`config.mk`:
```
export PLATFORM = sky130hd
export DESIGN_NAME = pause_ctrl
export DESIGN_NICKNAME = d
export VERILOG_FILES = /design/src/rtl/pause_ctrl.sv
export SDC_FILE = /design/constraint.sdc
export NUM_CORES = 1
export LEC_CHECK = 0
export CAP_MARGIN = 25
export CORE_ASPECT_RATIO = 0.8
export CORE_MARGIN = 2
export CORE_UTILIZATION = 40
export CTS_CLUSTER_DIAMETER = 40
export DETAILED_ROUTE_END_ITERATION = 8
export DONT_BUFFER_PORTS = 1
export HOLD_SLACK_MARGIN = 0.05
export PLACE_DENSITY_LB_ADDON = 0.15
export SETUP_SLACK_MARGIN = 0.2
export SLEW_MARGIN = 25
export SYNTH_ARGS = -nofsm -noshare
export SYNTH_HDL_FRONTEND = slang
export SYNTH_SLANG_ARGS = --single-unit
```
`constraint.sdc`:
```
create_clock -name i_clk -period 3.87 [get_ports i_clk]
set_clock_uncertainty 0.15 [all_clocks]
set_input_delay 0.387 -clock i_clk [delete_from_list [all_inputs] [get_ports i_clk]]
set_output_delay 0.387 -clock i_clk [all_outputs]
set_load 0.03 [all_outputs]
```
`src/rtl/pause_ctrl.sv`:
```
// pause_ctrl: merges NUM_REQ pause-request channels into one core halt/drain handshake.
// Single-step support is compiled in only when PAUSE_STEP_EN is defined.
`timescale 1ns/1ps
module pause_ctrl #(
  parameter int unsigned NUM_REQ       = 2,
  parameter int unsigned SYNC_MASK     = 1,
  parameter int unsigned SYNC_STAGES   = 2,
  parameter int unsigned DRAIN_TIMEOUT = 16
) (
  input  logic               i_clk,
  input  logic               i_rstn,
  input  logic               i_bootDone,
  input  logic [NUM_REQ-1:0] i_pauseReq,
  input  logic               i_coreIdle,
  input  logic               i_stepReq,
  output logic               o_haltReq,
  output logic               o_isPaused,
  output logic               o_isBooted,
  output logic [NUM_REQ-1:0] o_reqSrc,
  output logic               o_drainErr
);

  localparam int unsigned      CNT_W    = 8;
  localparam logic [CNT_W-1:0] CNT_LAST = CNT_W'(DRAIN_TIMEOUT - 1);

  typedef enum logic [2:0] {
    BOOT   = 3'd0,
    RUN    = 3'd1,
    DRAIN  = 3'd2,
    PAUSED = 3'd3,
`ifdef PAUSE_STEP_EN
    STEP   = 3'd5,
`endif
    RESUME = 3'd4
  } state_t;

  state_t             state, stateNext;
  logic [CNT_W-1:0]   drainCnt;
  logic [NUM_REQ-1:0] reqS;
  logic               anyReq;
  logic               timeoutHit;

  logic               haltReqNext;
  logic               isPausedNext;
  logic               isBootedNext;
  logic [NUM_REQ-1:0] reqSrcNext;
  logic               drainErrNext;
  logic               holdSrc;

  // Per-channel request conditioning: full synchroniser or a single register.
  for (genvar i = 0; i < NUM_REQ; i++) begin : gReq
    if (SYNC_MASK[i]) begin : gSync
      logic [SYNC_STAGES-1:0] chain;
      always_ff @(posedge i_clk or negedge i_rstn) begin
        if (!i_rstn) chain <= '0;
        else         chain <= {chain[SYNC_STAGES-2:0], i_pauseReq[i]};
      end
      assign reqS[i] = chain[SYNC_STAGES-1];
    end else begin : gReg
      logic flop;
      always_ff @(posedge i_clk or negedge i_rstn) begin
        if (!i_rstn) flop <= 1'b0;
        else         flop <= i_pauseReq[i];
      end
      assign reqS[i] = flop;
    end
  end

  assign anyReq     = |reqS;
  assign timeoutHit = (drainCnt == CNT_LAST);

  // State register and drain counter; the counter restarts on every DRAIN entry.
  always_ff @(posedge i_clk or negedge i_rstn) begin
    if (!i_rstn) begin
      state    <= BOOT;
      drainCnt <= '0;
    end else begin
      state    <= stateNext;
      drainCnt <= (state == DRAIN && stateNext == DRAIN) ? drainCnt + CNT_W'(1) : '0;
    end
  end

  // Next-state logic.
  always_comb begin
    stateNext = state;
    case (state)
      BOOT:    if (i_bootDone) stateNext = anyReq ? DRAIN : RUN;
      RUN:     if (anyReq) stateNext = DRAIN;
      DRAIN:   if (i_coreIdle || timeoutHit) stateNext = PAUSED;
      PAUSED: begin
        if (!anyReq) stateNext = RESUME;
`ifdef PAUSE_STEP_EN
        else if (i_stepReq) stateNext = STEP;
`endif
      end
      RESUME:  stateNext = anyReq ? DRAIN : RUN;
`ifdef PAUSE_STEP_EN
      STEP:    stateNext = DRAIN;
`endif
      default: stateNext = BOOT;
    endcase
  end

`ifndef PAUSE_STEP_EN
  logic unusedStep;
  assign unusedStep = i_stepReq;
`endif

  // Output values for the coming cycle, derived from the next state.
  always_comb begin
    haltReqNext  = (stateNext == DRAIN) || (stateNext == PAUSED);
    isPausedNext = (stateNext == PAUSED);
    isBootedNext = o_isBooted || (stateNext != BOOT);
    drainErrNext = o_drainErr || (state == DRAIN && !i_coreIdle && timeoutHit);
    holdSrc      = haltReqNext;
`ifdef PAUSE_STEP_EN
    holdSrc      = holdSrc || (stateNext == STEP);
`endif
    // o_reqSrc is zero outside a pause, so OR-ing also covers the initial load.
    reqSrcNext   = holdSrc ? (o_reqSrc | reqS) : '0;
  end

  always_ff @(posedge i_clk or negedge i_rstn) begin
    if (!i_rstn) begin
      o_haltReq  <= 1'b0;
      o_isPaused <= 1'b0;
      o_isBooted <= 1'b0;
      o_reqSrc   <= '0;
      o_drainErr <= 1'b0;
    end else begin
      o_haltReq  <= haltReqNext;
      o_isPaused <= isPausedNext;
      o_isBooted <= isBootedNext;
      o_reqSrc   <= reqSrcNext;
      o_drainErr <= drainErrNext;
    end
  end

endmodule

```
==> impl_metrics.toml <==
[status]
outcome = "complete, no violations"

[critical_path]
critical-path-top-delay-family = "simple AND/OR/NAND/NOR gates"
slowest_stage = "or4b_1"
critPathLaunch = "drainCnt[0]"
crit_fanout = 6
required_ns = 3.90
crit_buf_inv = 0
critPathMaxStageDelay_ns = 0.46
critPathLaunchType = "register"
end_kind = "register"
crit_chain = "ha_1 > nand3_2 > o21bai_2 > a221oi_2 > or4b_1"
r2r-start = "drainCnt[0]"
cp_data_arrival_time_ns = 1.99
path_class = "reg -> reg"

[yosys]
yosysSeqAreaShare = 0.607
yosysWarnings = 0
synth_common_cells = "dfrtp_1, nor2_1"
netlist_top_cells_area = "dfrtp_1, nor2_1, xor2_1"
synth-async-reset-ratio = 1.00
synth_most_common_cell = "dfrtp_1"
yosysTopAreaCell = "dfrtp_1"
ys_ff_latch = 20
synth_nets = 77
synth_cell_type_count = 26
synth_edf_count = 0
synth_area_um2 = 825
postSynth.topFlopCell = "dfrtp_1"
yosysTopAreaCellShare = 0.607
syn_inst = 69
syn_area_per_cell_um2 = 11.9

[route]
firstDrtPassIters = 4
drc = 0
drt_iter0_markers = 6
post_drt_wl_per_cell_um = 13.3
viasPerCell = 4.98
wl_um = 1340
dr_total_vias = 503
ant_nets = 0

[placed_design]
post-place-ws_ns = 1.92
port_buffers = 0
routabilityCongestion = 0.777
placed_area_um2 = 855
dp_hpwl_um = 933

[die]
ios = 13
coreArea_um2 = 1910
fp-row-count = 14
die_area_um2 = 2440
initial_core_util = 0.432
die_w_um = 54.8
die_h_um = 44.6

[sta]
tns_ns = 0
hold_violations = 0
period_needed_ns = 1.96
finalMaxSlewViolations = 0
rsz0062_at_grt = "false"
setup_viol = 0
fin_crit_sh = 0.505
slew_headroom = 0.707
finalWorstSetupSlack_ns = 1.91
worst_slew_pin_slew_ns = 0.439
timing.fmax_mhz = 511

[clock_tree]
clock_path_buffers = 2
clkLatencyLatePin_ns = 0.30
clk_pin_slew_ns = 0.12
cts_resized = 0
htreeDepth = 1
cts.sinks = 20
cts_root_buf = "clkbuf_4"
cts_tree = "built"
cts_made_buffers = 3

[power_and_ir_drop]
powerDensity_nw_per_um2 = 629
p_total_w = 0.000592
ir_worst_vdd_uv = 394
p_leak_nw = 0.408

[grt]
track_usage = 0.139
grt_pass1_wl_um = 2260
gr-total-overflow = 0
grt_pass1_vias = 477
use_met3 = 0.0777
grt_most_used_layer = "met1"
use_met2 = 0.171
grt_max_degree = 21
use_met1 = 0.203
antenna_found_initial = 0

[cells_and_area]
syn_to_final_growth_pct = 14.3
final_area_um2 = 942
fillers = 185
drive_gt1_frac = 0.130
diodes = 0
nets = 86
utilization = 0.493

[min_path]
hold_path_startpoint = "i_coreIdle"
hold_path.class = "in -> reg"

[run]
maxCapViolations = 0
## kinds of logic (layout without fill, tap and decap cells)
kind of cell               Yosys count  count (layout)  synth area share
DFF                                 20              20             0.607
adders and majority gates            1               1            0.0152
xor gates and xnor gates             5               5            0.0531
and+or+nand+nor                     27              27             0.187
AOI/OAI and AO/OA                   13              13             0.124
buffers and inverters                3              11            0.0137
## per-layer routing
layer / wire length, um / up-vias
met4: 18 / 0
met2: 524 / 10
met5: 0 / -
met3: 76 / 2
met1: 724 / 233
li1: - / 258
## where the power goes
group	total, W	internal, W	switching [W]
Combinational	0.000105	0.0000504	0.0000543
Clock	0.000170	0.000105	0.0000652
Sequential	0.000318	0.000246	0.0000714
## area by class of cell
cell class | instances | area [um2] | area share
Inverter | 3 | 11.3 | 0.0120
Sequential cell | 20 | 500 | 0.531
Clock buffer | 3 | 22.5 | 0.0239
Multi-Input combinational cell | 46 | 313 | 0.332
Timing Repair Buffer | 4 | 35.0 | 0.0372
Tap cell | 24 | 30.0 | 0.0319
Clock inverter | 1 | 30.0 | 0.0319
## state kept, by name, summed over array words and instances, names as in the netlist
name              cells
o_haltReq             1
o_isPaused            1
o_isBooted            1
state                 3
drainCnt              8
o_reqSrc              2
o_drainErr            1
gReq.gSync.chain      2
gReq.gReg.flop        1
## worst register-to-register path: cells and delay by family, from the launching register on
kind / cells / cell delay [ns]
compound gates: 2 / 0.42
fa+ha+maj: 1 / 0.24
flops: 1 / 0.41
simple gates: 2 / 0.61
## stage by stage
stage | hold WS (ns) | std cells
2_1_floorplan | -0.0586 | 69
3_3_place_gp | -0.0582 | 93
3_5_place_dp | -0.0581 | 93
4_1_cts | 0.170 | 100
5_1_grt | 0.174 | 101
6_report | 0.175 | 101
## final timing paths
| path | end | slack (ns) | cells past startpoint |
|---|---|---|---|
| max in group asynchronous | drainCnt[5] | 2.86 | 2 |
| worst max-delay path | o_isBooted | 1.91 | 5 |
| min in group asynchronous | drainCnt[2] | 0.41 | 2 |
| worst min-delay path | drainCnt[2] | 0.18 | 2 |
| worst max register to register | o_isBooted | 1.91 | 5 |
| worst min register to register | gReq[0].gSync.chain[1] | 0.21 | 0 |
## timing repair
| item | in CTS | in global routing |
|---|---|---|
| hold buffers | 3 | 1 |
| hold endpoints to repair | 22 | 20 |
| setup buffers | 0 | 0 |
## cell usage in the layout (no fill, tap or decap), drive strengths merged, types with 2 or more instances in the layout
cell type	synthesis	routed
xnor2	2	2
and3	2	2
o21ai	3	3
o21bai	2	2
nor2	10	10
dfrtp	20	20
dlygate4sd3	0	3
a21oi	2	2
inv	3	3
o31a	2	2
clkbuf	0	3
nand3	2	2
o21a	2	2
xor2	3	3
nor2b	2	2
or3	3	3
Note: power is estimated with default switching activity, not from simulation.
